$ cat src/rtl/hazard_scoreboard_pkg.sv
`default_nettype none
// ============================================================================
// hazard_pkg : stage record, forward-select encoding, nearest-writer search
// Revision   : 1.0
// ============================================================================
package hazard_pkg;

  localparam int REC_RA_W = 8;
  localparam int REC_T_W  = 8;
  localparam int MAX_STG  = 15;
  localparam int HIT_W    = MAX_STG + 1;
  localparam int IDX_W    = 4;

  localparam int FWD_RF = 0;
  localparam int FWD_E  = 1;
  localparam int FWD_M  = 2;
  localparam int FWD_W  = 3;

  typedef struct packed {
    logic [REC_RA_W-1:0] rs;
    logic [REC_RA_W-1:0] rt;
    logic [REC_RA_W-1:0] dst;
    logic [REC_T_W-1:0]  tnew;
    logic                md;
  } stage_rec_t;

  // Smallest stage index above the consumer with a hit; 0 when none.
  function automatic logic [IDX_W-1:0] nearest_match(input logic [HIT_W-1:0] hits,
                                                     input logic [IDX_W-1:0] consumer);
    logic [IDX_W-1:0] idx;
    idx = '0;
    for (int j = MAX_STG; j >= 1; j--) begin
      if (hits[j] && (IDX_W'(j) > consumer)) idx = IDX_W'(j);
    end
    return idx;
  endfunction

endpackage
`default_nettype wire

$ cat src/rtl/hazard_scoreboard_if.sv
`default_nettype none
// ============================================================================
// hazard_scoreboard_if : decode-side hazard request and control response
// Revision             : 1.0
// ============================================================================
interface hazard_scoreboard_if #(
  parameter int NSTG = 3,
  parameter int RA_W = 5,
  parameter int T_W  = 3
);
  localparam int FS_W = $clog2(NSTG + 1);

  logic [RA_W-1:0] d_rs;
  logic [RA_W-1:0] d_rt;
  logic [T_W-1:0]  d_tuse_rs;
  logic [T_W-1:0]  d_tuse_rt;
  logic [RA_W-1:0] d_dst;
  logic [T_W-1:0]  d_tnew;
  logic            d_md_start;
  logic            d_md_use;
  logic            flush;

  logic [FS_W-1:0] fwd_d_rs;
  logic [FS_W-1:0] fwd_d_rt;
  logic [FS_W-1:0] fwd_e_rs;
  logic [FS_W-1:0] fwd_e_rt;
  logic [FS_W-1:0] fwd_m_rt;
  logic            stall;
  logic            pc_en;
  logic            d_en;
  logic            e_clr;
  logic            md_busy;

  modport master (
    output d_rs, d_rt, d_tuse_rs, d_tuse_rt, d_dst, d_tnew, d_md_start, d_md_use, flush,
    input  fwd_d_rs, fwd_d_rt, fwd_e_rs, fwd_e_rt, fwd_m_rt, stall, pc_en, d_en, e_clr, md_busy
  );

  modport slave (
    input  d_rs, d_rt, d_tuse_rs, d_tuse_rt, d_dst, d_tnew, d_md_start, d_md_use, flush,
    output fwd_d_rs, fwd_d_rt, fwd_e_rs, fwd_e_rt, fwd_m_rt, stall, pc_en, d_en, e_clr, md_busy
  );
endinterface
`default_nettype wire

$ cat src/rtl/hazard_scoreboard_md_busy_counter.sv
`default_nettype none
// ============================================================================
// md_busy_counter : mult/div occupancy countdown, loads on issue into E
// Revision        : 1.0
// ============================================================================
module md_busy_counter #(
  parameter int MD_LAT = 5
) (
  input  logic clk,
  input  logic reset,
  input  logic load,
  output logic md_busy
);
  localparam int CNT_W = $clog2(MD_LAT + 1);

  logic [CNT_W-1:0] count;

  always_ff @(posedge clk) begin
    if (reset) begin
      count <= '0;
    end else if (load) begin
      count <= CNT_W'(MD_LAT);
    end else if (count != '0) begin
      count <= count - CNT_W'(1);
    end
  end

  assign md_busy = (count != '0);
endmodule
`default_nettype wire

$ cat src/rtl/hazard_scoreboard.sv
`default_nettype none
// ============================================================================
// hazard_scoreboard : in-flight writer tracking, forwarding selects, stall/flush
// Revision          : 1.0
// ============================================================================
module hazard_scoreboard
  import hazard_pkg::*;
#(
  parameter int NSTG   = 3,
  parameter int RA_W   = 5,
  parameter int T_W    = 3,
  parameter int MD_LAT = 5
) (
  input  logic               clk,
  input  logic               reset,
  hazard_scoreboard_if.slave hz
);
  localparam int FS_W = $clog2(NSTG + 1);

  logic [RA_W-1:0] d_rs, d_rt, d_dst;
  logic [T_W-1:0]  d_tuse_rs, d_tuse_rt, d_tnew;

  stage_rec_t      recs [0:NSTG];
  logic [NSTG:0]   hit_d_rs, hit_d_rt, hit_e_rs, hit_e_rt, hit_m_rt;
  logic [FS_W-1:0] sel_d_rs, sel_d_rt, sel_e_rs, sel_e_rt, sel_m_rt;
  logic            stall_rs, stall_rt, stall_md, stall, e_clr, md_load, md_busy;

  assign d_rs      = hz.d_rs;
  assign d_rt      = hz.d_rt;
  assign d_dst     = hz.d_dst;
  assign d_tuse_rs = hz.d_tuse_rs;
  assign d_tuse_rt = hz.d_tuse_rt;
  assign d_tnew    = hz.d_tnew;

  // Index 0 holds the decode-stage instruction so stage k always reads recs[k-1].
  assign recs[0] = '{rs:   REC_RA_W'(d_rs),
                     rt:   REC_RA_W'(d_rt),
                     dst:  REC_RA_W'(d_dst),
                     tnew: REC_T_W'(d_tnew),
                     md:   hz.d_md_start};

  assign hit_d_rs[0] = 1'b0;
  assign hit_d_rt[0] = 1'b0;
  assign hit_e_rs[0] = 1'b0;
  assign hit_e_rt[0] = 1'b0;
  assign hit_m_rt[0] = 1'b0;

  for (genvar k = 1; k <= NSTG; k++) begin : g_stage
    stage_rec_t rec_d, rec_q;

    if (k == 1) begin : g_head
      assign rec_d = e_clr ? '0 : recs[0];
    end else begin : g_tail
      always_comb begin
        rec_d = recs[k-1];
        if (recs[k-1].tnew != '0) rec_d.tnew = recs[k-1].tnew - REC_T_W'(1);
      end
    end

    always_ff @(posedge clk) begin
      if (reset) rec_q <= '0;
      else       rec_q <= rec_d;
    end

    assign recs[k] = rec_q;

    assign hit_d_rs[k] = (recs[k].dst == recs[0].rs) && (recs[0].rs != '0);
    assign hit_d_rt[k] = (recs[k].dst == recs[0].rt) && (recs[0].rt != '0);
    assign hit_e_rs[k] = (recs[k].dst == recs[FWD_E].rs) && (recs[FWD_E].rs != '0);
    assign hit_e_rt[k] = (recs[k].dst == recs[FWD_E].rt) && (recs[FWD_E].rt != '0);
    assign hit_m_rt[k] = (recs[k].dst == recs[FWD_M].rt) && (recs[FWD_M].rt != '0);
  end

  assign sel_d_rs = FS_W'(nearest_match(HIT_W'(hit_d_rs), IDX_W'(FWD_RF)));
  assign sel_d_rt = FS_W'(nearest_match(HIT_W'(hit_d_rt), IDX_W'(FWD_RF)));
  assign sel_e_rs = FS_W'(nearest_match(HIT_W'(hit_e_rs), IDX_W'(FWD_E)));
  assign sel_e_rt = FS_W'(nearest_match(HIT_W'(hit_e_rt), IDX_W'(FWD_E)));
  assign sel_m_rt = FS_W'(nearest_match(HIT_W'(hit_m_rt), IDX_W'(FWD_M)));

  // A nearest writer still computing masks older copies; the value is re-forwarded later.
  assign hz.fwd_d_rs = (sel_d_rs != '0 && recs[sel_d_rs].tnew == '0) ? sel_d_rs : FS_W'(FWD_RF);
  assign hz.fwd_d_rt = (sel_d_rt != '0 && recs[sel_d_rt].tnew == '0) ? sel_d_rt : FS_W'(FWD_RF);
  assign hz.fwd_e_rs = (sel_e_rs != '0 && recs[sel_e_rs].tnew == '0) ? sel_e_rs : FS_W'(FWD_RF);
  assign hz.fwd_e_rt = (sel_e_rt != '0 && recs[sel_e_rt].tnew == '0) ? sel_e_rt : FS_W'(FWD_RF);
  assign hz.fwd_m_rt = (sel_m_rt != '0 && recs[sel_m_rt].tnew == '0) ? sel_m_rt : FS_W'(FWD_RF);

  assign stall_rs = (sel_d_rs != '0) && (recs[sel_d_rs].tnew > REC_T_W'(d_tuse_rs));
  assign stall_rt = (sel_d_rt != '0) && (recs[sel_d_rt].tnew > REC_T_W'(d_tuse_rt));
  assign stall_md = hz.d_md_use && (md_busy || recs[FWD_E].md);
  assign stall    = stall_rs | stall_rt | stall_md;
  assign e_clr    = stall | hz.flush;
  assign md_load  = hz.d_md_start & ~e_clr;

  md_busy_counter #(
    .MD_LAT (MD_LAT)
  ) u_md_busy_counter (
    .clk     (clk),
    .reset   (reset),
    .load    (md_load),
    .md_busy (md_busy)
  );

  assign hz.stall   = stall;
  assign hz.pc_en   = ~stall;
  assign hz.d_en    = ~stall;
  assign hz.e_clr   = e_clr;
  assign hz.md_busy = md_busy;
endmodule
`default_nettype wire

$ cat src/flat_wrapper.sv
// flat-port wrapper written by rule: the top's interface ports become plain ports
module hazard_scoreboard_flat import hazard_pkg::*;
#(
  parameter int NSTG   = 3,
  parameter int RA_W   = 5,
  parameter int T_W    = 3,
  parameter int MD_LAT = 5
)
  (clk, reset, hz_d_rs, hz_d_rt, hz_d_tuse_rs, hz_d_tuse_rt, hz_d_dst, hz_d_tnew, hz_d_md_start, hz_d_md_use, hz_flush, hz_fwd_d_rs, hz_fwd_d_rt, hz_fwd_e_rs, hz_fwd_e_rt, hz_fwd_m_rt, hz_stall, hz_pc_en, hz_d_en, hz_e_clr, hz_md_busy);
  hazard_scoreboard_if #(.NSTG(NSTG), .RA_W(RA_W), .T_W(T_W)) hz_i ();
  input  logic clk;
  input  logic reset;
  input wire logic [$bits(hz_i.d_rs)-1:0] hz_d_rs;
  input wire logic [$bits(hz_i.d_rt)-1:0] hz_d_rt;
  input wire logic [$bits(hz_i.d_tuse_rs)-1:0] hz_d_tuse_rs;
  input wire logic [$bits(hz_i.d_tuse_rt)-1:0] hz_d_tuse_rt;
  input wire logic [$bits(hz_i.d_dst)-1:0] hz_d_dst;
  input wire logic [$bits(hz_i.d_tnew)-1:0] hz_d_tnew;
  input wire logic [$bits(hz_i.d_md_start)-1:0] hz_d_md_start;
  input wire logic [$bits(hz_i.d_md_use)-1:0] hz_d_md_use;
  input wire logic [$bits(hz_i.flush)-1:0] hz_flush;
  output wire logic [$bits(hz_i.fwd_d_rs)-1:0] hz_fwd_d_rs;
  output wire logic [$bits(hz_i.fwd_d_rt)-1:0] hz_fwd_d_rt;
  output wire logic [$bits(hz_i.fwd_e_rs)-1:0] hz_fwd_e_rs;
  output wire logic [$bits(hz_i.fwd_e_rt)-1:0] hz_fwd_e_rt;
  output wire logic [$bits(hz_i.fwd_m_rt)-1:0] hz_fwd_m_rt;
  output wire logic [$bits(hz_i.stall)-1:0] hz_stall;
  output wire logic [$bits(hz_i.pc_en)-1:0] hz_pc_en;
  output wire logic [$bits(hz_i.d_en)-1:0] hz_d_en;
  output wire logic [$bits(hz_i.e_clr)-1:0] hz_e_clr;
  output wire logic [$bits(hz_i.md_busy)-1:0] hz_md_busy;
  assign hz_i.d_rs = hz_d_rs;
  assign hz_i.d_rt = hz_d_rt;
  assign hz_i.d_tuse_rs = hz_d_tuse_rs;
  assign hz_i.d_tuse_rt = hz_d_tuse_rt;
  assign hz_i.d_dst = hz_d_dst;
  assign hz_i.d_tnew = hz_d_tnew;
  assign hz_i.d_md_start = hz_d_md_start;
  assign hz_i.d_md_use = hz_d_md_use;
  assign hz_i.flush = hz_flush;
  assign hz_fwd_d_rs = hz_i.fwd_d_rs;
  assign hz_fwd_d_rt = hz_i.fwd_d_rt;
  assign hz_fwd_e_rs = hz_i.fwd_e_rs;
  assign hz_fwd_e_rt = hz_i.fwd_e_rt;
  assign hz_fwd_m_rt = hz_i.fwd_m_rt;
  assign hz_stall = hz_i.stall;
  assign hz_pc_en = hz_i.pc_en;
  assign hz_d_en = hz_i.d_en;
  assign hz_e_clr = hz_i.e_clr;
  assign hz_md_busy = hz_i.md_busy;
  hazard_scoreboard #(.NSTG(NSTG), .RA_W(RA_W), .T_W(T_W), .MD_LAT(MD_LAT)) u_core (.clk(clk), .reset(reset), .hz(hz_i));
endmodule
$ cat config.mk
export PLATFORM = sky130hd
export DESIGN_NAME = hazard_scoreboard_flat
export DESIGN_NICKNAME = d
export VERILOG_FILES = /design/src/rtl/hazard_scoreboard_pkg.sv /design/src/rtl/hazard_scoreboard_if.sv /design/src/rtl/hazard_scoreboard_md_busy_counter.sv /design/src/rtl/hazard_scoreboard.sv /design/src/flat_wrapper.sv
export SDC_FILE = /design/constraint.sdc
export NUM_CORES = 1
export LEC_CHECK = 0
export CORE_ASPECT_RATIO = 0.75
export CORE_MARGIN = 1.5
export CORE_UTILIZATION = 55
export CTS_BUF_LIST = sky130_fd_sc_hd__clkbuf_4
export CTS_CLUSTER_DIAMETER = 200
export DETAILED_ROUTE_END_ITERATION = 7
export GPL_ROUTABILITY_DRIVEN = 0
export PLACE_DENSITY = 0.83
export SLEW_MARGIN = 15
export SYNTH_ARGS = -nofsm -noshare
export SYNTH_HDL_FRONTEND = slang
export SYNTH_SLANG_ARGS = --single-unit
export TNS_END_PERCENT = 1
$ cat constraint.sdc
create_clock -name clk -period 5.4 [get_ports clk]
set_clock_uncertainty 0.05 [all_clocks]
set_input_delay 1.08 -clock clk [delete_from_list [all_inputs] [get_ports clk]]
set_output_delay 1.08 -clock clk [all_outputs]
set_load 0.01 [all_outputs]
After elaboration in Yosys (flattened, before gate mapping)
Cells that the tools add are included.
Cells by class
  $add $sub $neg: 3
  $lt $le $gt $ge: 7
  equality and inequality tests: 11
  multiplexer cells: 35
  bitwise logic cells: 11
  reductions and logical operators: 41
Operator list (count)
  binary-select mux 33 bit (select 2 bit): 5
  two-way mux 9 bit: 10
  nonzero test 8 bit: 7
  == test 8 x 5 -> 1 bit: 6
  == test 8 bit: 5
  logical NOT 8 bit: 5
  two-way mux 2 bit: 16
  logical AND 1 bit: 19
  > comparator 8 x 3 -> 1 bit: 2
  two-way mux 8 bit: 2
  subtractor 8 x 1 -> 8 bit, second input constant: 2
  greater-or-equal comparator 3 bit, second input constant: 5
  inverter 2 -> 3 bit: 5
  nonzero test 2 bit: 6
  two-way mux 3 bit: 2
  OR reduction 2 bit: 2
  bitwise OR 1 bit: 3
  nonzero test 3 bit: 1
  subtractor 3 x 1 -> 3 bit, second input constant: 1
  inverter 1 bit: 2
  AND 1 bit: 1
  logical OR 1 bit: 1
Storage, ports and cells
  bits in registers: 102
  bits of input ports: 29
  output and inout port bits: 15
  word-level logic and storage cells: 129

Logic depth before layout (Yosys ltp)
  word-level depth: 17
  gate-level depth with buffers: 18
  mapped depth without buffers: 15

By module
A second synthesis with hierarchy kept.
Unflattened totals
  cells, all modules: 384
  area, all modules: 3251.9 um^2
Modules (own cells, without submodules)
  hazard_scoreboard: times used 1, cells each 366, area each 3081.7 um^2, sequential area each 940.9 um^2
  md_busy_counter: times used 1, cells each 18, area each 170.2 um^2, sequential area each 60.1 um^2

Least setup slack after synthesis
Ideal clock, no wire load.
  kind: input -> output
  from: in hz_d_rs[2]
  to: out hz_pc_en
  arrival: 3.658 ns
  data required time: 4.270 ns
  setup slack: 0.612 ns
  stages on the path: 17
  path buffers: 3
  cells stage by stage: xor2_1 nor3_4 nand2_1 and3_1 a221oi_1 a21o_1 inv_1 ha_1 nor2b_1 o21ai_0 a32oi_1 o22ai_1 a211o_1 and3_1 buf_6 buf_8 buf_4
On the way
  word-level cells in the longest chain between the ends: 14
  elaborated cells between the ends (all ways): 20
  those cells by class: order compare: 1; eq/ne: 3; mux: 6; bitwise: 4; reduce/logical: 6
RTL lines
  from (decl): line flat_wrapper.sv:13  | input wire logic [$bits(hz_i.d_rs)-1:0] hz_d_rs;
  == test 8 x 5 -> 1 bit or nonzero test 8 bit (tied branches): line hazard_scoreboard.sv:67  | assign hit_d_rs[k] = (recs[k].dst == recs[0].rs) && (recs[0].rs != '0);
  logical AND 1 bit: line hazard_scoreboard.sv:67
  two-way mux 2 bit (2 in series): line hazard_scoreboard_pkg.sv:33  | if (hits[j] && (IDX_W'(j) > consumer)) idx = IDX_W'(j);
  two-way mux 2 bit *: line hazard_scoreboard_pkg.sv:33
  inverter 2 -> 3 bit (implied by the code): line hazard_scoreboard.sv:87  | assign stall_rs = (sel_d_rs != '0) && (recs[sel_d_rs].tnew > REC_T_W'(d_tuse_rs));
  binary-select mux 33 bit (select 2 bit): line hazard_scoreboard.sv:87
  two-way mux 9 bit (implied by the code) (2 in series): line hazard_scoreboard.sv:87
  > comparator 8 x 3 -> 1 bit: line hazard_scoreboard.sv:87
  logical AND 1 bit *: line hazard_scoreboard.sv:87
  bitwise OR 1 bit * (2 in series): line hazard_scoreboard.sv:90  | assign stall = stall_rs | stall_rt | stall_md;
  inverter 1 bit *
  to (decl): line flat_wrapper.sv:28  | output wire logic [$bits(hz_i.pc_en)-1:0] hz_pc_en;
Mark *: on every way between the ends. The rest lies on a longest branch, timed or not. The select of a mux whose other input is x is not followed.

Final worst setup path
  from: in hz_d_rs[3]
  to: out hz_stall
On the way
  word-level cells in the longest chain between the ends: 13
  elaborated cells between the ends (all ways): 19
  those cells by class: order compare: 1; eq/ne: 3; mux: 6; bitwise: 3; reduce/logical: 6
RTL lines
  == test 8 x 5 -> 1 bit or nonzero test 8 bit (tied branches): line hazard_scoreboard.sv:67
  logical AND 1 bit: line hazard_scoreboard.sv:67
  two-way mux 2 bit (2 in series): line hazard_scoreboard_pkg.sv:33
  two-way mux 2 bit *: line hazard_scoreboard_pkg.sv:33
  inverter 2 -> 3 bit (implied by the code): line hazard_scoreboard.sv:87
  binary-select mux 33 bit (select 2 bit): line hazard_scoreboard.sv:87
  two-way mux 9 bit (implied by the code) (2 in series): line hazard_scoreboard.sv:87
  > comparator 8 x 3 -> 1 bit: line hazard_scoreboard.sv:87
  logical AND 1 bit *: line hazard_scoreboard.sv:87
  bitwise OR 1 bit * (2 in series): line hazard_scoreboard.sv:90
  to (decl): line flat_wrapper.sv:27  | output wire logic [$bits(hz_i.stall)-1:0] hz_stall;
Marks and branches as above.

==> summary by stage <==
Power and ir drop
For this design the static power due to leakage is 0.00176 uW. Summing internal, switching and leakage power gives 1080 uW. In this run the power density over the cells is 276 nW/um^2. The worst vdd rail ir drop is 245 uV.

Layout
In the final design database the tool counted 468 nets. The number of antenna cells inserted is 0. The share of layout cells above drive strength 1 is 18.0%. The synthesis-to-finish area growth is 26.5%.

Worst hold path
The number of cells on the worst hold path is 2. The worst hold path belongs to the class flip-flop to flip-flop.

Yosys
Sorting the synthesized cells by area gives the leading types as sky130_fd_sc_hd__dfxtp_1, sky130_fd_sc_hd__xor2_1, sky130_fd_sc_hd__xnor2_1. Of the synthesized area, sequential elements account for 32.5%. The cell taking the most area after synthesis is sky130_fd_sc_hd__dfxtp_1. After synthesis, the share of flip-flops with an asynchronous set or reset is 0%. The number of warnings issued by yosys is 0. The flop and latch count out of synthesis is 50. The top cell type's share of synthesized area is 32.5%. The most used flip-flop cell after synthesis is sky130_fd_sc_hd__dfxtp_1. The count of unique library cells instantiated by Yosys is 57.

The number of nets handed over by synthesis was 400. The post-synthesis cell count is 359. The number of enable-type register cells in the synthesized netlist is 0.

A synthesized cell averages 8.59 um^2. The synthesized netlist occupies a cell area of 3080 um^2.

Clock network
The clock transition at the registers of the reported paths is 120 ps. At the later pin of the worst-skew pair, clock insertion delay measures 350 ps. The hold buffer count at CTS is 0.

For this design, the sink count on the clock tree is 50. In this run the clock root is driven by a sky130_fd_sc_hd__clkbuf_4. The total CTS buffers is 5.

No sink is reached through more buffers than the 2 on the longest clock path. TritonCTS built the clock tree. The H-tree depth is 2.

Status
The final reports fail on setup timing. The run finished, with violations left.

Global routing
The met2 track utilization from global routing is 43.1%. The largest net degree at the start of global routing is 34. After global routing the overflow that remains totals 0. Global routing consumed, on the met3 layer, 5.79% of the routing resources. The initial antenna violation count is 0.

The first-pass GRT wire length is 12400 um. The layer flagged by global routing as most heavily used is met2. The via count of the first global-routing pass is 2649. For this run, global-route usage on met1 was measured as 38.3%.

The global-route usage over all layers is 27.5%.

STA
The worst-margin pin slew is 1070 ps. In this run the tightest slew margin relative to its limit is 28.5%. The part of the cycle the worst path needs is 101%.

The hold violation total from the final report is 0. Setup violations remaining at the end of the flow were counted as 1. Setup repair after global routing could not meet its margin everywhere.

The highest attainable clock frequency is 183 MHz. Subtracting the final worst setup slack from the clock period gives 5470 ps. The worst hold-check slack is 480 ps. The post-route worst setup slack is -71.9 ps.

The number of max-slew violations in the final report is 0.

Floorplanning
The core region is 5380 um^2. The floorplan has 23 rows. The die is 67.8 um tall. The total die area is 6070 um^2. The die is 89.5 um wide. The top-level I/O count is 44. The initial cell density of the core is 57.3%.

Routing
The post-route DRC violation count is 0. For this run, the detailed router's first-pass iteration total came to 5. The violation count after the first detailed-routing iteration is 177. The routed layout has 2799 vias. The post-detailed-route wirelength per cell is 16.1 um. Using the TritonRoute via totals, the vias-per-cell ratio works out to 5.58. For this block, the routed nets add up to 8060 um of wire. The detail route stage leaves a number of antenna-violating nets equal to 0.

Worst setup path
On the worst path, the slowest cell contributes a delay of 520 ps. Data on the critical path is required at its endpoint by 4270 ps. In this design, the largest share of critical-path delay is due to buffers and inverters. In this run the number of cells on the critical path is 17.

The worst setup path is launched from a primary input. The largest driver fanout on the critical path is 5. Data arrives at the worst endpoint at 4340 ps. The cell that appears most often on the critical path is sky130_fd_sc_hd__buf_4.

Counting both buffers and inverters, the worst setup path holds a total of 5. The setup check on the worst reg-to-reg path leaves a slack of 1910 ps. Traced cell by cell, the critical path runs through dlygate4sd2_1 -> xor2_2 -> nor3_4 -> buf_4 -> buf_4 -> nand3_1 -> a21oi_2 -> o31ai_2 -> ha_1 -> nor2b_1 -> o21ai_0 -> a32oi_1 -> o22ai_1 -> a211o_1 -> and3_4 -> inv_2 -> clkdlybuf4s50_1. The kind of critical path is primary input to primary output. The number of cells on the worst reg-to-reg path is 16. STA classifies the critical path endpoint as a primary output.

For this design, the slowest cell found on the critical path is sky130_fd_sc_hd__clkdlybuf4s50_1.

Placed design
Prior to clock tree synthesis, the placed netlist has a worst setup slack of -295 ps. Detailed placement ended at an HPWL of 6080 um. The number of I/O port buffers is 43.

Job
The count of max-cap constraint violations is 0.
## stage by stage
step | area, um^2 | std cells | utilization [%] | TNS, ps
2_1_floorplan | 3080 | 359 | - | 0
3_3_place_gp | 3720 | 492 | 69.2 | -894
3_5_place_dp | 3720 | 492 | 69.2 | -986
4_1_cts | 3830 | 501 | 71.3 | -243
5_1_grt | 3900 | 502 | 72.4 | -314
6_report | 3900 | 502 | 72.4 | -71.9
## cell usage after synthesis (5+ instances only)
cell type	count
sky130_fd_sc_hd__xnor2_1	25
sky130_fd_sc_hd__nor3_1	14
sky130_fd_sc_hd__mux2i_1	5
sky130_fd_sc_hd__nand2_1	20
sky130_fd_sc_hd__dfxtp_1	50
sky130_fd_sc_hd__nor4_1	5
sky130_fd_sc_hd__inv_1	20
sky130_fd_sc_hd__a21oi_1	14
sky130_fd_sc_hd__xor2_1	32
sky130_fd_sc_hd__o21ai_0	8
sky130_fd_sc_hd__nand3_1	8
sky130_fd_sc_hd__nor2b_1	19
sky130_fd_sc_hd__buf_6	6
sky130_fd_sc_hd__clkbuf_1	5
sky130_fd_sc_hd__and3_1	24
sky130_fd_sc_hd__nor2_1	29
sky130_fd_sc_hd__buf_2	6
sky130_fd_sc_hd__ha_1	12
## power by group
group          switching (uW)  total [uW]  internal (uW)  leakage (uW)
logic                     238         462            224       0.00133
registers                42.8         454            411      0.000408
clock network             106         160           53.8     0.0000278
total                     387        1080            690       0.00176
## metal layers
metal  up-vias  wire, um
met1      1331      3810
met4         0        93
met2       104      3590
met5         -         0
li1       1352         -
met3        12       576
## area by class of cell
| type | count | area [um^2] |
|---|---|---|
| multi-input cells | 267 | 1950 |
| fillers | 409 | 1480 |
| flip-flops and latches | 50 | 1000 |
| repair buffers | 82 | 726 |
| well taps | 75 | 93.8 |
| inverters | 21 | 78.8 |
| clock buffers | 6 | 45.0 |
| clock inverters | 1 | 7.51 |
## cell usage in the layout (no fill, tap or decap), types with 12 or more instances in the layout
master	n
sky130_fd_sc_hd__a21oi_1	12
sky130_fd_sc_hd__nor2_1	27
sky130_fd_sc_hd__buf_4	39
sky130_fd_sc_hd__and3_1	23
sky130_fd_sc_hd__dfxtp_1	50
sky130_fd_sc_hd__ha_1	12
sky130_fd_sc_hd__clkdlybuf4s50_1	33
sky130_fd_sc_hd__nor2b_1	19
sky130_fd_sc_hd__inv_1	20
sky130_fd_sc_hd__xnor2_1	24
sky130_fd_sc_hd__nand2_1	20
sky130_fd_sc_hd__xor2_1	29
## registers in the layout (all words and copies together) (netlist names)
name / flops
u_core.g_stage.rec_q: 47
u_core.u_md_busy_counter.count: 3
## final timing paths
path / start / end
setup reg to reg: u_core.g_stage[2].rec_q[10] / u_core.u_md_busy_counter.count[2]
setup / recovery: hz_d_rs[3] / hz_stall
hold reg to reg: u_core.g_stage[2].rec_q[7] / u_core.g_stage[3].rec_q[7]
hold / removal: u_core.g_stage[2].rec_q[7] / u_core.g_stage[3].rec_q[7]
## cells by family after synthesis
kind of cell               synth area share (%)
adders and majority gates                  4.87
buffers and inverters                      7.55
xor gates and xnor gates                   16.2
muxes                                      1.62
and+or+nand+nor                            26.2
AOI/OAI and AO/OA                          11.1
DFF                                        32.5
## timing repair
action | CTS | global route
setup endpoints to repair | 4 | 4
resized for setup | 17 | 12
pin swaps | 4 | 2
setup buffers | 2 | 1
## worst min-delay path: cells and delay by family, from the launching register on
family                 cells  cell delay [ps]
buffers and inverters      1              100
flip-flops                 1              350
AND/OR/NAND/NOR            1               50
(Power assumes the default switching activity.)
